`config.mk`:
```
export PLATFORM = sky130hd
export DESIGN_NAME = uart_rx_os
export DESIGN_NICKNAME = d
export VERILOG_FILES = /design/src/rtl/uart_pkg.sv /design/src/rtl/uart_baud_gen.sv /design/src/rtl/uart_rx_os.sv
export SDC_FILE = /design/constraint.sdc
export NUM_CORES = 1
export LEC_CHECK = 0
export ABC_AREA = 1
export CAP_MARGIN = 25
export CORE_ASPECT_RATIO = 1.2
export CORE_MARGIN = 2
export CORE_UTILIZATION = 49
export CTS_BUF_LIST = sky130_fd_sc_hd__clkbuf_4
export DETAILED_ROUTE_END_ITERATION = 10
export GPL_TIMING_DRIVEN = 0
export MAX_ROUTING_LAYER = met4
export PLACE_DENSITY = 0.69
export RECOVER_POWER = 25
export SKIP_CTS_REPAIR_TIMING = 1
export SLEW_MARGIN = 20
export SYNTH_ARGS = -nofsm -noshare
export SYNTH_HDL_FRONTEND = slang
export SYNTH_SLANG_ARGS = --single-unit
```
`constraint.sdc`:
```
create_clock -name clk -period 1.8 [get_ports clk]
set_input_delay 0.27 -clock clk [delete_from_list [all_inputs] [get_ports clk]]
set_output_delay 0.27 -clock clk [all_outputs]
set_load 0.02 [all_outputs]
```
`src/rtl/uart_pkg.sv`:
```
// Shared definitions for the oversampling UART receiver: FSM states, frame constants
// and the parity helper (parity pieces exist only when UART_RX_PARITY_EN is defined).
package uart_pkg;

  localparam int unsigned OVERSAMPLE = 16;
  localparam int unsigned MID_SAMPLE = 7;
  localparam int unsigned DATA_BITS  = 8;

  typedef enum logic [2:0] {
    ST_IDLE   = 3'd0,
    ST_START  = 3'd1,
    ST_DATA   = 3'd2,
`ifdef UART_RX_PARITY_EN
    ST_PARITY = 3'd3,
`endif
    ST_STOP   = 3'd4
  } rx_state_t;

`ifdef UART_RX_PARITY_EN
  function automatic logic even_parity(input logic [DATA_BITS-1:0] d);
    return ^d;
  endfunction
`endif

endpackage

```
`src/rtl/uart_baud_gen.sv`:
```
// Free-running divider producing a one-cycle tick every CLK_DIV clocks (16x bit rate).
module uart_baud_gen #(
  parameter int unsigned CLK_DIV = 27
) (
  input  logic clk,
  input  logic rst,
  output logic tick
);

  localparam logic [15:0] DIV_LAST = 16'(CLK_DIV - 1);

  logic [15:0] div_cnt_r;

  // Divider counter and registered tick
  always_ff @(posedge clk) begin
    if (rst) begin
      div_cnt_r <= 16'd0;
      tick      <= 1'b0;
    end else if (div_cnt_r == DIV_LAST) begin
      div_cnt_r <= 16'd0;
      tick      <= 1'b1;
    end else begin
      div_cnt_r <= div_cnt_r + 16'd1;
      tick      <= 1'b0;
    end
  end

endmodule

```
`src/rtl/uart_rx_os.sv`:
```
// 16x oversampling UART receiver with a one-entry holding register (8N1 by default;
// define UART_RX_PARITY_EN for 8E1 with a parity_err pulse).
module uart_rx_os
  import uart_pkg::*;
#(
  parameter int unsigned CLK_DIV = 27
) (
  input  logic       clk,
  input  logic       rst,
  input  logic       rx,
  output logic [7:0] rx_data,
  output logic       rx_valid,
  input  logic       rx_ready,
  output logic       frame_err,
  output logic       overrun,
  output logic       parity_err
);

  localparam logic [3:0] OS_LAST  = 4'(OVERSAMPLE - 1);
  localparam logic [3:0] OS_MID   = 4'(MID_SAMPLE);
  localparam logic [2:0] BIT_LAST = 3'(DATA_BITS - 1);

  logic       tick_s;
  logic       rx_meta_r;
  logic       rx_sync_r;
  rx_state_t  state_r;
  logic [3:0] os_cnt_r;
  logic [2:0] bit_cnt_r;
  logic [7:0] shift_r;
  logic [7:0] rx_data_r;
  logic       rx_valid_r;
  logic       frame_err_r;
  logic       overrun_r;
  logic       parity_ok_s;

  uart_baud_gen #(.CLK_DIV(CLK_DIV)) u_baud_gen (
    .clk  (clk),
    .rst  (rst),
    .tick (tick_s)
  );

  // Two-flop synchronizer for the asynchronous line, idling high
  always_ff @(posedge clk) begin
    if (rst) begin
      rx_meta_r <= 1'b1;
      rx_sync_r <= 1'b1;
    end else begin
      rx_meta_r <= rx;
      rx_sync_r <= rx_meta_r;
    end
  end

`ifdef UART_RX_PARITY_EN
  logic par_bit_r;
  logic parity_err_r;
  assign parity_ok_s = (par_bit_r == even_parity(shift_r));
  assign parity_err  = parity_err_r;
`else
  assign parity_ok_s = 1'b1;
  assign parity_err  = 1'b0;
`endif

  // Receive FSM, holding register and error pulses
  always_ff @(posedge clk) begin
    if (rst) begin
      state_r     <= ST_IDLE;
      os_cnt_r    <= 4'd0;
      bit_cnt_r   <= 3'd0;
      shift_r     <= 8'h00;
      rx_data_r   <= 8'h00;
      rx_valid_r  <= 1'b0;
      frame_err_r <= 1'b0;
      overrun_r   <= 1'b0;
`ifdef UART_RX_PARITY_EN
      par_bit_r    <= 1'b0;
      parity_err_r <= 1'b0;
`endif
    end else begin
      frame_err_r <= 1'b0;
      overrun_r   <= 1'b0;
`ifdef UART_RX_PARITY_EN
      parity_err_r <= 1'b0;
`endif
      if (rx_valid_r && rx_ready) begin
        rx_valid_r <= 1'b0;
      end
      if (tick_s) begin
        case (state_r)
          ST_IDLE: begin
            if (!rx_sync_r) begin
              os_cnt_r <= 4'd0;
              state_r  <= ST_START;
            end
          end
          ST_START: begin
            os_cnt_r <= os_cnt_r + 4'd1;
            if (os_cnt_r == OS_MID) begin
              os_cnt_r <= 4'd0;
              state_r  <= rx_sync_r ? ST_IDLE : ST_DATA;
            end
          end
          ST_DATA: begin
            // Counter wraps 15->0 on its own, keeping each sample at mid-bit
            os_cnt_r <= os_cnt_r + 4'd1;
            if (os_cnt_r == OS_LAST) begin
              shift_r   <= {rx_sync_r, shift_r[7:1]};
              bit_cnt_r <= bit_cnt_r + 3'd1;
              if (bit_cnt_r == BIT_LAST) begin
`ifdef UART_RX_PARITY_EN
                state_r <= ST_PARITY;
`else
                state_r <= ST_STOP;
`endif
              end
            end
          end
`ifdef UART_RX_PARITY_EN
          ST_PARITY: begin
            os_cnt_r <= os_cnt_r + 4'd1;
            if (os_cnt_r == OS_LAST) begin
              par_bit_r <= rx_sync_r;
              state_r   <= ST_STOP;
            end
          end
`endif
          ST_STOP: begin
            os_cnt_r <= os_cnt_r + 4'd1;
            if (os_cnt_r == OS_LAST) begin
              state_r     <= ST_IDLE;
              frame_err_r <= !rx_sync_r;
`ifdef UART_RX_PARITY_EN
              parity_err_r <= !parity_ok_s;
`endif
              if (rx_sync_r && parity_ok_s) begin
                // A same-cycle handshake frees the register, so the load wins
                if (rx_valid_r && !rx_ready) begin
                  overrun_r <= 1'b1;
                end else begin
                  rx_data_r  <= shift_r;
                  rx_valid_r <= 1'b1;
                end
              end
            end
          end
          default: begin
            state_r <= ST_IDLE;
          end
        endcase
      end
    end
  end

  assign rx_data   = rx_data_r;
  assign rx_valid  = rx_valid_r;
  assign frame_err = frame_err_r;
  assign overrun   = overrun_r;

endmodule

```
==> results.txt, run 1 <==
----------------------------------------------------
[Logic synthesis]
  Ys flop type ... sky130_fd_sc_hd__dfxtp_1
  Mean post-synth cell area ... 7.05 um^2
  Library cell with the highest instance count after synthesis ... sky130_fd_sc_hd__nor2_1
  Synth cell count leaders ... 54 x sky130_fd_sc_hd__nor2_1, 53 x sky130_fd_sc_hd__nand2_1, 48 x sky130_fd_sc_hd__dfxtp_1, 45 x sky130_fd_sc_hd__inv_1, 26 x sky130_fd_sc_hd__a21oi_1
  Synth Register Bits ... 48
  Yosys top cell area share ... 0.443
  Sequential element share of the synthesized area ... 0.443
  Post-synthesis async set-or-reset flop share ... 0
  Post-Syn Nets ... 317
  Synth unique cells ... 25
  Number of enable-type register cells in the synthesized netlist ... 0
  Count of mapped cells out of synthesis ... 308
  Total number of yosys warnings ... 0
  Post-synth top area cell ... sky130_fd_sc_hd__dfxtp_1
  Largest cells by area after synthesis ... sky130_fd_sc_hd__dfxtp_1 44%, sky130_fd_sc_hd__nor2_1 9.3%, sky130_fd_sc_hd__nand2_1 9.2%
  Area of the mapped netlist ... 0.00217 mm^2

[Detailed routing]
  DR iter-0 viols ... 82
  Routed length per placed instance ... 10.8 um
  Vias ... 1892
  Routed via count divided by cell count ... 4.88
  Sum of routed wire length over all layers ... 4190 um
  Number of routed nets with antenna violations ... 0
  Router iterations before antenna repair ... 4
  Count of unresolved DRC violations after routing ... 0

[Global route]
  Pin count of the biggest net entering global routing ... 15
  Via count of the first global-routing pass ... 1749
  Wire length of the first global-routing pass ... 7200 um
  Overflow after GRT ... 0
  Global router's overall resource usage ... 0.185
  Antenna violations before repair ... 0

[Layout]
  Diode insertion count for antenna repair ... 0
  Fraction of layout cells with a size suffix above 1 ... 0.0783
  Area growth from synthesis to final layout ... 13.1%
  Final core utilization ... 0.576
  Net total in the final layout ... 340
  Area of all placed cells without fillers ... 0.00245 mm^2

[CTS]
  Htree depth ... 2
  Clock latency reported for the late side of the worst-skew pair ... 360 ps
  Number of buffers added by the clock tree synthesis step ... 5
  Register clock-pin slew on the reported worst setup and hold paths ... 140 ps
  Clock sink total ... 48
  Buffer depth of the longest clock path ... 2
  Clk Tree Root Cell ... sky130_fd_sc_hd__clkbuf_4
  TritonCTS clock tree ... yes

[Job]
  Max Cap Viol ... 0

[Timing]
  RSZ-0062 raised after global routing ... false
  Post-layout minimum cycle time ... 1600 ps
  Hold violation total from the final report ... 0
  Final count of pins violating max slew ... 0
  Final critical-path share of the clock period ... 0.891
  Maximum clock frequency ... 623 MHz
  Setup violation total in the final timing report ... 0
  Worst setup skew after layout ... 20.0 ps

[Place]
  Placer's final routability congestion estimate ... 0.902
  Placement-stage cell area ... 0.00238 mm^2
  Post-DP HPWL ... 3100 um
  Count of buffers inserted at the top-level ports ... 14

[Setup path]
  Startpoint type of the worst setup path ... flip-flop
  Critical path required time ... 1530 ps
  CP max-delay cell ... sky130_fd_sc_hd__clkdlybuf4s50_1
  CP top delay family ... buffers and inverters
  Crit Path Class ... reg -> out
  Delay of the slowest cell on the worst path ... 610 ps
  Data arrival time of the critical path ... 1330 ps
  Critical path, cell by cell ... clkdlybuf4s50_1
  Capturing element type of the critical path ... primary output
  Worst Path Buf+Inv ... 1
  Critical path peak fanout ... 2

[Floorplan]
  Starting density of the core ... 0.509
  Die Span Y ... 76.9 um
  DIE AREA ... 0.00498 mm^2
  Area inside the core boundary ... 0.00426 mm^2
  Die Span X ... 64.8 um
  Top-level port count ... 16
  Rows ... 26

[Worst hold path]
  Min-Delay Path Class ... reg -> reg

[Power and ir drop]
  Leakage power figure ... 1.01 nW
  Peak VDD IR ... 0.422 mV
  Pwr Density ... 661 mW/mm^2

[Run status]
  Run status ... complete, no violations

----------------------------------------------------
## stage by stage
stage	TNS (ps)	hold slack, ps	total power, mW	cells	worst slack, ps
floorplan	0	339	1.13	308	394
global placement	0	391	1.15	378	7.94
detailed placement	-85.2	395	1.15	378	-14.6
CTS	0	429	1.64	386	139
global route	0	445	1.68	388	52.2
finish	0	425	1.62	388	196
## power breakdown
part | total, mW | switching (mW) | internal (mW)
logic | 0.0511 | 0.0305 | 0.0205
clock network | 0.494 | 0.330 | 0.164
registers | 1.08 | 0.00605 | 1.07
## worst paths after layout
kind	startpoint	endpoint	slack [ps]	cells past startpoint
setup reg to reg	os_cnt_r[1]	rx_data[1]	230	9
setup / recovery	rx_valid	rx_valid	200	1
hold reg to reg	rx_meta_r	rx_sync_r	430	1
hold / removal	rx_meta_r	rx_sync_r	430	1
## placed cells by master, fill, tap and decap left out
master and instances:
sky130_fd_sc_hd__nor2_1 54, sky130_fd_sc_hd__nand2_1 53, sky130_fd_sc_hd__dfxtp_1 46, sky130_fd_sc_hd__inv_1 45, sky130_fd_sc_hd__a21oi_1 26, sky130_fd_sc_hd__o21ai_0 24
sky130_fd_sc_hd__nand3_1 17, sky130_fd_sc_hd__clkdlybuf4s50_1 13, sky130_fd_sc_hd__nor3_1 7, sky130_fd_sc_hd__nand4_1 7, sky130_fd_sc_hd__clkbuf_4 6, sky130_fd_sc_hd__ha_1 5
sky130_fd_sc_hd__or2_2 3, sky130_fd_sc_hd__buf_4 3, sky130_fd_sc_hd__inv_2 2, sky130_fd_sc_hd__nand3_2 2, sky130_fd_sc_hd__buf_6 2, sky130_fd_sc_hd__buf_2 2
sky130_fd_sc_hd__xor2_1 2, sky130_fd_sc_hd__dfxtp_2 2, sky130_fd_sc_hd__nand2_2 1, sky130_fd_sc_hd__nor3_4 1, sky130_fd_sc_hd__buf_1 1, sky130_fd_sc_hd__maj3_1 1
sky130_fd_sc_hd__o211ai_1 1, sky130_fd_sc_hd__nor2_2 1, sky130_fd_sc_hd__o21ai_1 1, sky130_fd_sc_hd__conb_1 1, sky130_fd_sc_hd__clkinvlp_4 1, sky130_fd_sc_hd__clkinv_1 1
sky130_fd_sc_hd__dlygate4sd3_1 1
## sequential cells by signal (all words and copies together), names as in the netlist
signal / flops
bit_cnt_r: 3
overrun: 1
rx_sync_r: 1
frame_err: 1
u_baud_gen.div_cnt_r: 16
rx_valid: 1
rx_data: 8
u_baud_gen.tick: 1
shift_r: 8
os_cnt_r: 4
rx_meta_r: 1
state_r: 3
## cells by family after synthesis
family                     Yosys count  share of synthesized area
and+or+nand+nor                    146                      0.292
other                                1                    0.00173
xor gates and xnor gates             2                    0.00807
AOI/OAI and AO/OA                   52                      0.121
DFF                                 48                      0.443
adders and majority gates            6                     0.0334
buffers and inverters               53                      0.101
## per-layer routing
layer | vias up | share of wire | GRT usage
met4 | 0 | 0.016 | 0.0723
met5 | - | 0 | -
met1 | 836 | 0.45 | 0.202
met2 | 29 | 0.50 | 0.319
li1 | 1020 | - | -
met3 | 7 | 0.032 | 0.0469
## cell type report
cell class,count,area [um^2]
inverter,47,176
fill,417,1810
timing repair buffer,16,155
clock inverter,2,11.3
sequential,48,963
multi-input combinational,207,990
buffer,6,43.8
clock buffer,6,45.0
tap,56,70.1
Note: power is estimated with default switching activity, not from simulation.
==> run 2: changes to the inputs <==
- CAP_MARGIN: 25 -> 0
- TNS_END_PERCENT: default -> 20
==> results of run 2 <==
No change in the layout: final DEF, timing and power equal those of run 1.
==> run 3: changes to the inputs <==
- SETUP_SLACK_MARGIN: default -> 0.4
==> run 3 against run 2 <==
Against the previous run: largest cell class unchanged; register-to-register slack better by 30 ps; sequential share of layout area down 0.56 points; clock skew down 6.8 ps; setup slack better by 18 ps; clock power down 4.3%; via count up 1.2%; highest routed layer unchanged; count of clock-buffer cells in the layout down 1; critical path type unchanged; critical path depth unchanged; flip-flop and latch count unchanged; total power down 1.1%; utilization up 1.1 points.
==> results.txt, run 3 (same netlist as run 1, synthesis figures left out) <==
----------------------------------------------------
[CTS]
  Clk Tree Root Cell ... sky130_fd_sc_hd__clkbuf_4
  Register clock-pin slew on the reported worst setup and hold paths ... 140 ps (about the same)
  Number of buffers added by the clock tree synthesis step ... 5 (unchanged)
  Htree depth ... 2 (unchanged)
  Buffer depth of the longest clock path ... 2 (unchanged)
  Clock latency reported for the late side of the worst-skew pair ... 370 ps (about the same)
  Clock sink total ... 48 (unchanged)
  TritonCTS clock tree ... yes

[Layout]
  Diode insertion count for antenna repair ... 0 (unchanged)
  Net total in the final layout ... 344 (+1.2%)
  Number of flip-flops in the largest register ... 16 (unchanged)
  Number of fill cells in the layout ... 421 (+0.96%)
  Area growth from synthesis to final layout ... 15.2%
  Fraction of layout cells with a size suffix above 1 ... 0.104 (+0.0262)
  Most common cell after layout, fill and taps aside ... sky130_fd_sc_hd__nand2_1
  Top reg by flops ... u_baud_gen.div_cnt_r
  Highest-count cells in the layout ignoring fill and taps ... 53 x sky130_fd_sc_hd__nand2_1, 51 x sky130_fd_sc_hd__nor2_1, 45 x sky130_fd_sc_hd__dfxtp_1
  Final core utilization ... 0.587 (+0.0106)

[Setup path]
  CP top delay family ... buffers and inverters
  Worst Path Buf+Inv ... 1 (unchanged)
  Startpoint type of the worst setup path ... flip-flop
  Critical path peak fanout ... 2 (unchanged)
  Capturing element type of the critical path ... primary output
  CP max-delay cell ... sky130_fd_sc_hd__clkdlybuf4s50_1
  Crit Path Class ... reg -> out
  Critical path, cell by cell ... clkdlybuf4s50_1
  Critical path required time ... 1530 ps (about the same)
  Delay of the slowest cell on the worst path ... 610 ps (about the same)
  Data arrival time of the critical path ... 1320 ps (about the same)

[Power and ir drop]
  Power consumption ... 1.60 mW (-1.1%)
  Peak VDD IR ... 0.460 mV (+9.0%)
  Pwr Density ... 641 mW/mm^2 (-2.9%)
  Leakage power figure ... 1.03 nW (+2.4%)

[Floorplan]
  Area inside the core boundary ... 0.00426 mm^2 (unchanged)
  DIE AREA ... 0.00498 mm^2 (unchanged)
  Die Span Y ... 76.9 um (unchanged)
  Starting density of the core ... 0.509 (unchanged)
  Die Span X ... 64.8 um (unchanged)
  Rows ... 26 (unchanged)
  Top-level port count ... 16 (unchanged)

[Place]
  Post-DP HPWL ... 3040 um (-1.9%)
  Count of buffers inserted at the top-level ports ... 14 (unchanged)
  Placer's final routability congestion estimate ... 0.944 (+4.7%)
  Setup slack at placement ... -17.1 ps (-2.57 ps)

[Global route]
  Global router's overall resource usage ... 0.185 (-0.000394)
  Antenna violations before repair ... 0 (unchanged)
  Wire length of the first global-routing pass ... 7060 um (-2.0%)
  Pin count of the biggest net entering global routing ... 15 (unchanged)
  Overflow after GRT ... 0 (unchanged)
  Via count of the first global-routing pass ... 1726 (-1.3%)

[Timing]
  Final count of pins violating max slew ... 0 (unchanged)
  RSZ-0062 raised after global routing ... true
  Fin worst setup slack ... 214 ps (+18.2 ps)
  Sum of negative setup slack ... 0 ps (unchanged)
  Setup violation total in the final timing report ... 0 (unchanged)
  Maximum clock frequency ... 630 MHz (+1.1%)
  Final critical-path share of the clock period ... 0.881 (-0.0101)
  Hold violation total from the final report ... 0 (unchanged)
  Worst setup skew after layout ... 13.2 ps (-6.85 ps)
  Post-layout minimum cycle time ... 1590 ps (-18.2 ps)

[Detailed routing]
  Routed length per placed instance ... 10.7 um (-0.93%)
  Router iterations before antenna repair ... 4 (unchanged)
  Number of routed nets with antenna violations ... 0 (unchanged)
  Routed via count divided by cell count ... 4.90 (+0.44%)
  Sum of routed wire length over all layers ... 4180 um (-0.17%)
  DR iter-0 viols ... 97 (+18%)
  Vias ... 1915 (+1.2%)
  Count of unresolved DRC violations after routing ... 0 (unchanged)

[Run status]
  Run status ... complete, no violations

[Job]
  Max Cap Viol ... 0 (unchanged)

[Worst hold path]
  Min-Delay Path Class ... reg -> reg

----------------------------------------------------
==> run 3: cell types whose count changed in the layout (fill, tap and decap cells not counted), sizes merged <==
cell / previous run / this run
clkbuf: 6 / 10
clkdlybuf4s50: 13 / 12
==> run 3: where the power goes <==
group | switching [mW] | internal, mW
registers | 0.00642 | 1.07
logic | 0.0317 | 0.0232
clock network | 0.330 | 0.143
==> run 3: cell type report <==
| type | instances | area (um^2) | area share |
|---|---|---|---|
| plain buffers | 6 | 43.8 | 0.0175 |
| clock buffers | 5 | 37.5 | 0.0150 |
| flip-flops and latches | 48 | 967 | 0.387 |
| repair buffers | 20 | 173 | 0.0691 |
| multi-input cells | 207 | 1020 | 0.408 |
| well taps | 56 | 70.1 | 0.0280 |
| clock inverters | 2 | 12.5 | 0.00501 |
| inverters | 47 | 176 | 0.0706 |
==> run 3: final timing paths <==
kind	to	slack, ps	from	cells after the start
setup reg to reg	state_r[1]	260	os_cnt_r[0]	8
setup / recovery	rx_data[0]	210	rx_data[0]	1
hold reg to reg	rx_sync_r	420	rx_meta_r	1
hold / removal	rx_sync_r	420	rx_meta_r	1
==> run 3: layer usage <==
layer	global-route usage	wire [um]	up-vias
met2	0.327	2160	24
met5	-	0	-
met1	0.190	1820	850
met3	0.0455	111	9
met4	0.0830	94	0
li1	-	-	1032
==> run 3: stage by stage <==
step                hold WS [ps]  std cells  area (um^2)
floorplan                    339        308         2170
global placement             406        378         2380
detailed placement           410        378         2380
CTS                          425        385         2430
global route                 412        391         2500
finish                       417        391         2500
